`src/rtl/regfile_pkg.sv`:
```
// Shared constants and types for the register-file write-port arbiter.
package regfile_pkg;

    localparam int unsigned DATA_W   = 64;
    localparam int unsigned REG_W    = 5;
    localparam int unsigned NUM_REGS = 32;
    localparam int unsigned ZERO_REG = 0;

    typedef enum logic {
        StInit,
        StRun
    } arb_state_e;

    typedef struct packed {
        logic [REG_W-1:0]  idx;
        logic [DATA_W-1:0] data;
    } wr_req_t;

endpackage

```
`src/rtl/wr_fifo.sv`:
```
// Small synchronous FIFO with asynchronous active-low clear; Depth must be a power of two.
module wr_fifo #(
    parameter int unsigned Depth = 2,
    parameter int unsigned Width = 8,
    localparam int unsigned PtrW = (Depth > 1) ? $clog2(Depth) : 1,
    localparam int unsigned CntW = $clog2(Depth + 1)
) (
    input  logic             clk_i,
    input  logic             rst_ni,
    input  logic             push_i,
    input  logic             pop_i,
    input  logic [Width-1:0] wdata_i,
    output logic [Width-1:0] rdata_o,
    output logic [CntW-1:0]  count_o,
    output logic             empty_o
);

    logic [Width-1:0] mem_q [Depth];
    logic [PtrW-1:0]  wr_ptr_q, rd_ptr_q;
    logic [CntW-1:0]  count_q, count_d;
    logic             do_push, do_pop, full;

    assign full    = (count_q == CntW'(Depth));
    assign empty_o = (count_q == '0);
    assign do_push = push_i && !full;
    assign do_pop  = pop_i && !empty_o;
    assign rdata_o = mem_q[rd_ptr_q];
    assign count_o = count_q;

    always_comb begin
        count_d = count_q;
        if (do_push && !do_pop) begin
            count_d = count_q + CntW'(1);
        end else if (do_pop && !do_push) begin
            count_d = count_q - CntW'(1);
        end
    end

    always_ff @(posedge clk_i or negedge rst_ni) begin
        if (!rst_ni) begin
            wr_ptr_q <= '0;
            rd_ptr_q <= '0;
            count_q  <= '0;
        end else begin
            count_q <= count_d;
            if (do_push) wr_ptr_q <= wr_ptr_q + PtrW'(1);
            if (do_pop)  rd_ptr_q <= rd_ptr_q + PtrW'(1);
        end
    end

    // Storage needs no reset: entries are only visible once counted.
    always_ff @(posedge clk_i) begin
        if (do_push) mem_q[wr_ptr_q] <= wdata_i;
    end

endmodule

```
`src/rtl/regfile_write_arbiter.sv`:
```
// Owns the register-file write port: zero-fill init sequence, then wb/multi-cycle
// arbitration with a buffered multi-cycle path, starvation stall and pending-write mask.
module regfile_write_arbiter
    import regfile_pkg::*;
#(
    parameter int unsigned FIFO_DEPTH   = 2,
    parameter int unsigned STARVE_LIMIT = 4
) (
    input  logic                clk,
    input  logic                reset,
    input  logic                wb_valid,
    input  logic [REG_W-1:0]    wb_reg,
    input  logic [DATA_W-1:0]   wb_data,
    input  logic                mc_valid,
    output logic                mc_ready,
    input  logic [REG_W-1:0]    mc_reg,
    input  logic [DATA_W-1:0]   mc_data,
    input  logic                mc_issue,
    input  logic [REG_W-1:0]    mc_issue_reg,
    output logic                rf_RegWrite,
    output logic [REG_W-1:0]    rf_WriteReg,
    output logic [DATA_W-1:0]   rf_WriteData,
    output logic [NUM_REGS-1:0] pend_mask,
    output logic                stall_req,
    output logic                init_done
);

    localparam int unsigned CntW    = $clog2(FIFO_DEPTH + 1);
    localparam int unsigned StarveW = $clog2(STARVE_LIMIT + 1);

    arb_state_e            state_q, state_d;
    logic [REG_W-1:0]      init_cnt_q, init_cnt_d;
    logic [StarveW-1:0]    starve_q, starve_d;
    logic                  stall_q;
    logic [NUM_REGS-1:0]   pend_q, pend_d;
    logic                  we_q, we_d;
    logic [REG_W-1:0]      wreg_q, wreg_d;
    logic [DATA_W-1:0]     wdata_q, wdata_d;

    logic                  fifo_push, fifo_pop, fifo_empty;
    logic [CntW-1:0]       fifo_count;
    wr_req_t               fifo_in, fifo_head;

    logic                  wb_req, mc_accept, mc_nz, bypass;

    assign mc_ready  = (state_q == StRun) && (fifo_count < CntW'(FIFO_DEPTH));
    assign wb_req    = wb_valid && (wb_reg != REG_W'(ZERO_REG));
    assign mc_accept = mc_valid && mc_ready;
    assign mc_nz     = (mc_reg != REG_W'(ZERO_REG));
    assign bypass    = !wb_req && fifo_empty && mc_accept && mc_nz;
    assign fifo_in   = '{idx: mc_reg, data: mc_data};
    // Zero-register beats are accepted but never stored.
    assign fifo_push = mc_accept && mc_nz && !bypass;

    wr_fifo #(
        .Depth (FIFO_DEPTH),
        .Width ($bits(wr_req_t))
    ) u_wr_fifo (
        .clk_i   (clk),
        .rst_ni  (reset),
        .push_i  (fifo_push),
        .pop_i   (fifo_pop),
        .wdata_i (fifo_in),
        .rdata_o (fifo_head),
        .count_o (fifo_count),
        .empty_o (fifo_empty)
    );

    always_comb begin
        state_d    = state_q;
        init_cnt_d = init_cnt_q;
        we_d       = 1'b0;
        wreg_d     = wreg_q;
        wdata_d    = wdata_q;
        starve_d   = starve_q;
        pend_d     = pend_q;
        fifo_pop   = 1'b0;

        unique case (state_q)
            StInit: begin
                we_d    = (init_cnt_q != REG_W'(ZERO_REG));
                wreg_d  = init_cnt_q;
                wdata_d = '0;
                if (init_cnt_q == REG_W'(NUM_REGS - 1)) begin
                    state_d    = StRun;
                    init_cnt_d = '0;
                end else begin
                    init_cnt_d = init_cnt_q + REG_W'(1);
                end
            end
            StRun: begin
                if (wb_req) begin
                    we_d    = 1'b1;
                    wreg_d  = wb_reg;
                    wdata_d = wb_data;
                    if (!fifo_empty && (starve_q != StarveW'(STARVE_LIMIT))) begin
                        starve_d = starve_q + StarveW'(1);
                    end
                end else if (!fifo_empty) begin
                    we_d                  = 1'b1;
                    wreg_d                = fifo_head.idx;
                    wdata_d               = fifo_head.data;
                    fifo_pop              = 1'b1;
                    starve_d              = '0;
                    pend_d[fifo_head.idx] = 1'b0;
                end else if (bypass) begin
                    we_d           = 1'b1;
                    wreg_d         = mc_reg;
                    wdata_d        = mc_data;
                    pend_d[mc_reg] = 1'b0;
                end
                // Applied after the clear so a same-cycle issue keeps the bit set.
                if (mc_issue && (mc_issue_reg != REG_W'(ZERO_REG))) begin
                    pend_d[mc_issue_reg] = 1'b1;
                end
            end
            default: state_d = StInit;
        endcase
    end

    always_ff @(posedge clk or negedge reset) begin
        if (!reset) begin
            state_q    <= StInit;
            init_cnt_q <= '0;
            starve_q   <= '0;
            stall_q    <= 1'b0;
            pend_q     <= '0;
            we_q       <= 1'b0;
            wreg_q     <= '0;
            wdata_q    <= '0;
        end else begin
            state_q    <= state_d;
            init_cnt_q <= init_cnt_d;
            starve_q   <= starve_d;
            stall_q    <= (starve_d == StarveW'(STARVE_LIMIT));
            pend_q     <= pend_d;
            we_q       <= we_d;
            wreg_q     <= wreg_d;
            wdata_q    <= wdata_d;
        end
    end

    assign rf_RegWrite  = we_q;
    assign rf_WriteReg  = wreg_q;
    assign rf_WriteData = wdata_q;
    assign pend_mask    = pend_q;
    assign stall_req    = stall_q;
    assign init_done    = (state_q == StRun);

endmodule

```
`config.mk`:
```
export PLATFORM = sky130hd
export DESIGN_NAME = regfile_write_arbiter
export DESIGN_NICKNAME = d
export VERILOG_FILES = /design/src/rtl/regfile_pkg.sv /design/src/rtl/wr_fifo.sv /design/src/rtl/regfile_write_arbiter.sv
export SDC_FILE = /design/constraint.sdc
export NUM_CORES = 1
export LEC_CHECK = 0
export ABC_CLOCK_PERIOD_IN_PS = 7030
export CORE_MARGIN = 2
export CORE_UTILIZATION = 51
export CTS_CLUSTER_SIZE = 30
export DETAILED_ROUTE_END_ITERATION = 7
export GPL_TIMING_DRIVEN = 0
export PLACE_DENSITY = 0.91
export SETUP_SLACK_MARGIN = 0.4
export SYNTH_ARGS = -nofsm -noshare
export SYNTH_HDL_FRONTEND = slang
export SYNTH_SLANG_ARGS = --single-unit
```
`constraint.sdc`:
```
create_clock -name clk -period 7.03 [get_ports clk]
set_input_delay 2.109 -clock clk [delete_from_list [all_inputs] [get_ports clk]]
set_output_delay 2.109 -clock clk [all_outputs]
set_load 0.01 [all_outputs]
```
==> out/qor.yml <==
synth:
  synthTopCellsByArea: "edfxtp_1, dfrtp_1, mux2i_1"
  syn_area_per_cell_sq_um: 12.51
  synth_cell_types: 58
  synth_top_cell_area_share: 0.3528
  ys_top_cells_by_count: "edfxtp_1, mux2i_1, dfrtp_1"
  ys_seq_area_frac: 0.5999
  async_reset_ff_frac: 0.4567
  syn_nets: 1093
  synth_top_cell_by_area: "edfxtp_1"
  yosysWarnings: 0
  syn-cell-area_sq_um: 11750
  synth-edff-count: 138
  syn_inst: 939
  synth_ff_type: "edfxtp_1"
  ys_ff_latch: 254
  yosysMostFrequentCell: "edfxtp_1"
worst_setup_path:
  critPathKind: "input pin to flop"
  path_max_fanout: 10
  reg2reg_depth: 7
  startpoint_type: "input pin"
  r2r_setup_slack_ns: 3.89
  timing.rr.start: "u_wr_fifo.count_o[0]"
  critPathRequiredTime_ns: 7.47
  end_kind: "flop"
  crit_arrival_ns: 5.11
  r2r-end: "u_wr_fifo.mem_q[0][23]"
floorplan:
  die_x_um: 155.8
  start_util: 0.5188
  rows: 55
  coreArea_sq_um: 22640
  boundaryPins: 253
  die_y_um: 155.8
  dieArea_sq_um: 24260
outcome:
  status: "complete, no violations"
final_layout:
  drive_above_1_share: 0.07897
  nets: 1375
  stdcell_count: 1526
  fillers: 1569
  area_growth_pct: 32.77
  antennaDiodeCount: 0
hold_path:
  hold_path_depth: 1
  hold_path_class: "flop to flop"
  hold_start: "rf_WriteData[15]"
  min_to: "rf_WriteData[15]"
cts:
  clk_latency_ns: 0.53
  cts_root_buf: "clkbuf_16"
  ctsResizeCount: 0
  cts_hold_buf: 0
  cts_tree: "done"
  cts_buffer_depth: 3
  h-tree-depth: 1
  clkTransAtPathRegs_ns: 0.06
  post-cts-setup-buffer-count: 0
  numCtsBuffers: 27
  cts_sinks: 254
power:
  cellLeakagePower_uw: 0.005863
  clkPwrFrac: 0.243
  swShare: 0.3510
  p_int_uw: 3822
  powerDensity_nw_per_um2: 377.6
  irDropWorstVdd_mv: 0.2647
  p_switching_uw: 2067
  pwr-share-comb: 0.387
  p_seq_frac: 0.370
timing:
  finClkSkew_ns: 0.008798
  slew_headroom: 0.4467
  finalSetupViolations: 0
  fin_crit_ns: 4.670
  fmax_mhz: 214.2
  finalHoldViolations: 0
  tightestPinTransition_ns: 0.8300
  drv_slew: 0
  setup_tns_ns: 0
  rsz0062_at_grt: "no"
  post-route-period-util: 0.6642
global_routing:
  grt_max_degree: 67
  grt.total_usage: 0.2779
  antenna_found_initial: 0
  first_global_vias: 9550
  grt_overflow: 0
  grt_pass1_wl_mm: 52.52
run:
  cap_viol_max_count: 0
detailed_routing:
  drt-pass1-iter-count: 5
  wl_mm: 34.04
  first_iter_violations: 645
  remaining_drc_errors: 0
  vias_per_cell: 6.067
  ant_nets: 0
  wl_per_cell_um: 22.31
  vias: 9259
placed_design:
  io_buffers: 249
  gp_congestion: 0.9007
  post-dp-hpwl_mm: 23.68
  dp_cells: 1477
## routing by layer
| layer | track usage | wire [um] |
|---|---|---|
| met5 | 0 | 0 |
| met4 | 0.1027 | 1212 |
| met3 | 0.05444 | 2524 |
| met2 | 0.4701 | 16690 |
| met1 | 0.3576 | 13620 |
## logic make-up (layout without fill, tap and decap cells)
logic type / after synthesis / count (layout) / share of synthesized area
fa+ha+maj: 6 / 6 / 0.006391
flops: 254 / 254 / 0.5999
xor+xnor: 6 / 6 / 0.004475
compound gates: 248 / 248 / 0.1449
simple gates: 201 / 201 / 0.08905
buf+inv: 82 / 384 / 0.03355
mux: 142 / 142 / 0.1218
## flip-flops by register name (all words and copies together) (netlist names)
name / flops
init_cnt_q: 5
rf_WriteReg: 5
u_wr_fifo.count_o: 2
init_done: 1
rf_WriteData: 64
u_wr_fifo.mem_q: 138
starve_q: 3
pend_mask: 32
stall_req: 1
u_wr_fifo.rd_ptr_q: 1
u_wr_fifo.wr_ptr_q: 1
rf_RegWrite: 1
## worst max-delay path by stage
| stage | from | end |
|---|---|---|
| finish | wb_reg[4] | u_wr_fifo.count_o[1] |
| CTS | wb_reg[4] | u_wr_fifo.count_o[1] |
| detailed placement | wb_reg[4] | u_wr_fifo.count_o[1] |
| global placement | mc_reg[4] | u_wr_fifo.mem_q[0][17] |
| floorplan | mc_reg[4] | u_wr_fifo.mem_q[0][0] |
| global route | wb_reg[4] | u_wr_fifo.count_o[1] |
## layout by cell type, fill, tap and decap left out, types with 4 or more instances in the layout
cell	n
clkbuf_16	27
a22oi_1	5
o221ai_1	16
mux2_2	7
clkdlybuf4s50_1	248
nor3_1	82
buf_6	8
ha_1	6
buf_1	6
nand2_1	37
a31oi_1	5
clkinv_2	9
nand3_1	10
inv_1	11
mux2i_1	135
nor2b_1	4
nor2_1	29
and3b_1	4
edfxtp_1	138
clkbuf_1	35
nand3b_1	6
dfrtp_1	116
o21ai_0	35
o211ai_1	15
a221o_1	4
buf_2	21
a21oi_1	82
o2bb2ai_1	64
## per-stage QoR
stage          hold WS, ns  utilization  setup slack (ns)  total power, uW  area (sq um)
3_5_place_dp        0.4724       0.6497             1.831             4450         14710
6_report            0.4857       0.6888             2.360             5889         15600
5_1_grt             0.4957       0.6888             2.265             6170         15600
4_1_cts             0.4906       0.6888             2.373             5895         15600
2_1_floorplan       0.4555            -            0.4429             3418         11750
3_3_place_gp        0.4684       0.6447            -2.158             4371         14600
## critical path, stage by stage
cell and delay, ns:
clkdlybuf4s50_1 0.47, or3_1 0.46, o21ai_1 0.44, buf_2 0.42, buf_2 0.39, nand2_1 0.15
ha_1 0.23, xor2_1 0.14, nor2_1 0.16, xor2_1 0.15
## cell type report
type	count	area [sq um]	share of cell area
timing repair buffer	253	2596	0.1665
inverter	11	41.29	0.002648
sequential	254	7047	0.4519
tap	285	356.6	0.02287
clock inverter	21	196.4	0.01260
multi-input combinational	603	4315	0.2767
buffer	71	352.8	0.02263
clock buffer	28	689.4	0.04421
## power by group through the flow
stage / Combinational [uW] / Sequential (uW) / Clock [uW]
2_1_floorplan: 1150 / 2270 / 0
6_report: 2280 / 2180 / 1430
4_1_cts: 2280 / 2170 / 1440
5_1_grt: 2460 / 2210 / 1500
3_3_place_gp: 2170 / 2200 / 0
3_5_place_dp: 2260 / 2190 / 0
(Power assumes the default switching activity.)
==> variant 1 (same flow settings) <==
Reset style: synchronous (`reset` and `rst_ni`), changed in 2 clocked blocks. Comments in the files are not updated.
--- a/src/rtl/wr_fifo.sv
+++ b/src/rtl/wr_fifo.sv
@@ -37,5 +37,5 @@
     end
 
-    always_ff @(posedge clk_i or negedge rst_ni) begin
+    always_ff @(posedge clk_i) begin
         if (!rst_ni) begin
             wr_ptr_q <= '0;
--- a/src/rtl/regfile_write_arbiter.sv
+++ b/src/rtl/regfile_write_arbiter.sv
@@ -119,5 +119,5 @@
     end
 
-    always_ff @(posedge clk or negedge reset) begin
+    always_ff @(posedge clk) begin
         if (!reset) begin
             state_q    <= StInit;
Check against the original RTL: differs if reset is asserted again (counterexample within 4 cycles, from zero or initial values and one cycle with reset low); with reset held inactive, the same outputs for 10 cycles.
==> variant 1 against the unedited design <==
Count of clock-buffer cells in the layout shrank 1; sequential cell count increased by 1; synthesized area is 2.8% lower; setup slack improved by 0.18 ns; design area is 2.0% lower; wire length increased by 0.82%; first-iteration DRC count is 28% higher; critical path type unchanged; highest routed layer unchanged.
Power is not compared: it rests on default switching activity, and its combinational part moved more than twofold at a synthesized area within 25%.
==> variant 1: results (changes against the unedited design) <==
Run status
  • Outcome: finished, final reports clean

STA
  • Setup clock skew after layout: 0.00813 ns (-0.000670 ns)
  • Headroom to the max-slew limit: 0.343 (-0.104)

Finish
  • Number of flip-flops in the largest register: 138 (unchanged)
  • Proportion of layout cells with a drive suffix above 1: 0.0906 (+0.0117)
  • Layout net count: 1435 (+4.4%)

Synthesis
  • Sequential area share after synthesis: 0.568 (-0.0319)
  • Yosys warnings: 0 (unchanged)
  • Post-synth cell types: 70 (+21%)
  • Most used flip-flop cell after synthesis: edfxtp_1
  • Top cells by count, synth: edfxtp_1, dfxtp_1, nor2_1
  • Async S/R FF share, synth: 0 (-0.457)
  • Net count of the mapped netlist: 1154 (+5.6%)
  • EDFF count, synth: 138 (unchanged)
  • Top cells by area in the synthesized netlist: edfxtp_1, dfxtp_1, mux2i_1, a211oi_1, o2bb2ai_2
  • Synthesized area per cell: 11.4 um2 (-8.7%)

Power and ir drop
  • Peak VDD IR: ~170 uV
  • Leakage power of the design: 4.87 nW

Clock tree
  • Buffers inserted by post-CTS timing repair: 0 (unchanged)
  • H-tree depth: 1 (unchanged)
  • Longest Clk Path Bufs: 3 (unchanged)
  • Total CTS buffers: 27 (unchanged)
  • Number of instances resized during post-cts repair: 0 (unchanged)
  • Root buffer cell: clkbuf_16
  • Worst skew pair latency: 0.56 ns (+0.03 ns)

Place
  • Final estimated routing congestion in global placement: 0.984 (+9.2%)
  • Number of placed cells counting well taps: 1532 (+3.7%)
  • Detailed Place HPWL: 23700 um (+0.30%)
  • Number of port buffers: 249 (unchanged)

Detailed routing
  • Number of nets with antenna violations after detailed routing: 0 (unchanged)
  • Final Routed Wirelength: 34300 um (+0.82%)
  • Violation count after the first detailed-routing iteration: 825 (+28%)
  • Number of detailed-routing iterations run before antenna repair: 7 (+2)
  • Average wire per cell in the routed design: 21.6 um (-3.1%)
  • Via count: 9656 (+4.3%)

Worst setup path
  • Worst Path Max Fanout: 29 (+19)
  • Worst EP arrival: 4.74 ns (-0.37 ns)

Global route
  • Via count of the first global-routing pass: 9768 (+2.3%)
  • Largest net degree at the start of global routing: 44 (-34%)
  • Number of antenna violations at the first check in global routing: 5 (+5)
  • Total track usage: 0.278 (about the same)
  • Wire length of the first global-routing pass: 52600 um (about the same)

Worst hold path
  • Class of the tightest hold or removal check: reg2reg
[variant 1: changes by cell type in the layout (fill, tap and decap cells not counted), moves of 67 or more]
| cell | unedited run | this run |
|---|---|---|
| dfrtp_1 | 116 | 0 |
| a211oi_1 | 0 | 68 |
| mux2i_1 | 135 | 68 |
| nor3_1 | 82 | 15 |
| nor2_1 | 29 | 109 |
| dfxtp_1 | 0 | 117 |
[variant 1: kinds of logic (layout without fill, tap and decap cells)]
family | Yosys count | in the layout | synth area share
simple gates | 242 | 242 | 0.0996
fa+ha+maj | 6 | 6 | 0.00657
mux | 69 | 69 | 0.0606
other cells | 0 | 5 | 0
flops | 255 | 255 | 0.568
buf+inv | 90 | 392 | 0.0401
compound gates | 335 | 335 | 0.223
xor+xnor | 3 | 3 | 0.00230
[variant 1: final timing paths]
path         slack, ns  depth (start not counted)                endpoint            startpoint
max               2.54                          6  u_wr_fifo.mem_q[0][30]             mc_reg[2]
min               0.47                          1        rf_WriteData[10]      rf_WriteData[10]
max reg2reg       4.27                          6  u_wr_fifo.mem_q[0][30]  u_wr_fifo.count_o[0]
min reg2reg       0.47                          1        rf_WriteData[10]      rf_WriteData[10]
[variant 1: through the flow]
stage / TNS, ns / worst slack [ns] / cell area [um2] / hold WS (ns) / utilization
2_1_floorplan: 0 / 1.74 / 11400 / 0.456 / -
3_3_place_gp: -10.39 / -0.154 / 14300 / 0.447 / 0.652
3_5_place_dp: 0 / 1.98 / 14300 / 0.445 / 0.655
4_1_cts: 0 / 2.56 / 15300 / 0.457 / 0.697
5_1_grt: 0 / 2.38 / 15300 / 0.480 / 0.698
6_report: 0 / 2.54 / 15300 / 0.465 / 0.698
[variant 1: layer usage]
metal	share of wire	global-route usage	routed length, um
met1	0.39	0.358	13500
met2	0.47	0.451	16100
met3	0.094	0.0612	3240
met4	0.044	0.128	1500
met5	0	0	0
[variant 1: final cells by class]
class,instances,area [um2]
Fill cell,1543,6610
Buffer,77,409
Inverter,13,48.8
Clock buffer,27,676
Clock inverter,23,251
Tap cell,280,350
Antenna cell,5,12.5
Timing Repair Buffer,252,2560
Sequential cell,255,6490
Multi-Input combinational cell,655,4490
[variant 1: power breakdown]
| part | internal [mW] | total (mW) | leakage (nW) | switching [mW] |
|---|---|---|---|---|
| Clock | 0.832 | 1.48 | 0.433 | 0.645 |
| Combinational | 0.109 | 0.211 | 2.25 | 0.102 |
| Sequential | 1.57 | 1.57 | 2.18 | 0.00320 |
| Total | 2.51 | 3.26 | 4.87 | 0.750 |
[variant 1: worst max-delay path, stage by stage]
cell and delay, ns:
clkdlybuf4s50_1 0.72, nor3_1 0.21, a21oi_1 0.52, o211a_1 0.32, nor2b_4 0.54, buf_12 0.28
==> variant 2 (config.mk and constraints unchanged) <==
Made on the original files. Set the parameter `STARVE_LIMIT` to 8 (it was 4).
--- a/src/rtl/regfile_write_arbiter.sv
+++ b/src/rtl/regfile_write_arbiter.sv
@@ -5,5 +5,5 @@
 #(
     parameter int unsigned FIFO_DEPTH   = 2,
-    parameter int unsigned STARVE_LIMIT = 4
+    parameter int unsigned STARVE_LIMIT = 8
 ) (
     input  logic                clk,
Function: no difference found for any inputs over 10 cycles, from zero or initial values and one cycle with reset low; that may be too few to reach the edited logic, so the function may still have changed.
==> variant 2 against the unedited design <==
Sequential cell count up 1; setup slack worse by 0.15 ns; combinational power down 15%; count of clock-buffer cells in the layout up 4; design area down 2.7%; power down 7.0%; wire length down 3.9%; synthesized area down 3.6%; critical path type unchanged; largest power group is now registers; highest routed layer is now met5.
==> variant 2: results (changes against the unedited design) <==
STA
  • Hold_ws: 0.480 ns (-0.00614 ns)
  • Pin slew with the least headroom to its limit: 1.20 ns (+0.365 ns)
  • Setup clock skew after layout: 0.0123 ns (+0.00347 ns)

Worst hold path
  • Terminating pin of the worst hold path: rf_WriteData[61]
  • Launch instance of the worst min-delay path: rf_WriteData[61]

Synthesis
  • Synthesis-stage register bit count: 255 (+0.39%)
  • Net count of the mapped netlist: 1147 (+4.9%)
  • Top cells by area in the synthesized netlist: edfxtp_1, dfrtp_1, mux2i_1, a211oi_1, o21ai_0
  • Sequential area share after synthesis: 0.625 (+0.0248)
  • Post-synth cell types: 50 (-14%)
  • Async S/R FF share, synth: 0.459 (+0.00213)
  • Synthesized area per cell: 11.4 um2 (-8.9%)
  • Top cells by count, synth: edfxtp_1, nand2_1, dfrtp_1

Detailed routing
  • Average wire per cell in the routed design: 20.7 um (-7.1%)
  • Via/cell ratio: 5.88 (-3.0%)

Finish
  • Proportion of layout cells with a drive suffix above 1: 0.0594 (-0.0196)
  • Layout net count: 1431 (+4.1%)
  • Multi-input logic portion of the cell area: 0.260 (-0.0171)
  • Area share of buffers outside the clock network: 0.191 (+0.00174)
  • Diode insertion count for antenna repair: 1 (+1)
  • Register Area: 7070 um2 (+0.36%)
  • Filler cell count: 1559 (-0.64%)
  • Layout area overhead: 34.1%
  • Count of multi-input combinational gates: 659 (+9.3%)
  • Final-layout clock buffer total: 32 (+14%)

Power and ir drop
  • Post-layout total power: 5.48 mW (-7.0%)
  • Sequential group power: 2.14 mW (-2%)
  • Power of the clock network: 1.39 mW (-3%)
  • Leakage power of the design: 5.73 nW (-2.3%)

Worst setup path
  • Start point of the critical path: mc_reg[2]
  • Worst reg-to-reg setup slack: 4.09 ns (+0.20 ns)
  • Beginning of the worst register-to-register path: init_done
  • Worst EP arrival: 5.05 ns (-0.06 ns)
  • Worst Path Max Fanout: 27 (+17)

Place
  • DP Area: 14300 um2 (-2.8%)
  • Detailed Place HPWL: 23100 um (-2.4%)
  • Number of port buffers: 252 (+1.2%)
  • Final estimated routing congestion in global placement: 0.915 (+1.6%)
  • Number of placed cells counting well taps: 1529 (+3.5%)

Clock tree
  • Total CTS buffers: 26 (-3.7%)

Global route
  • Largest net degree at the start of global routing: 76 (+13%)
  • Via count of the first global-routing pass: 9448 (-1.1%)
  • Total track usage: 0.276 (-0.00156)

Run status
  • Outcome: finished, final reports clean
variant 2: cell types whose count changed in the layout (fill, tap and decap cells not counted), moves of 16 or more:
cell       unedited run  this run
o21ai_0              35        95
nor3_1               82        15
mux2i_1             135        68
o221ai_1             16         0
a211oi_1              0        70
nor2_1               29        93
o2bb2ai_1            64         0
nand2_1              37       122
variant 2: routing by layer:
layer	GRT usage	routed length, um	vias to the layer above
met5	0	13	-
met4	0.127	1630	2
met3	0.0581	2470	114
met2	0.468	16100	465
met1	0.342	12500	4454
li1	-	-	4250
variant 2: worst max-delay path, cell delays in order:
cell and delay, ns:
clkdlybuf4s50_1 0.55, clkbuf_1 0.34, nor3_1 0.20, a21boi_1 0.33, and3_1 0.34, nor2b_4 0.67, buf_12 0.27, buf_12 0.22
variant 2: cells by family after synthesis:
| kind of cell | synth area share |
|---|---|
| compound gates | 0.161 |
| xor+xnor | 0.00387 |
| fa+ha+maj | 0.00663 |
| buf+inv | 0.0282 |
| flops | 0.625 |
| mux | 0.0651 |
| simple gates | 0.111 |
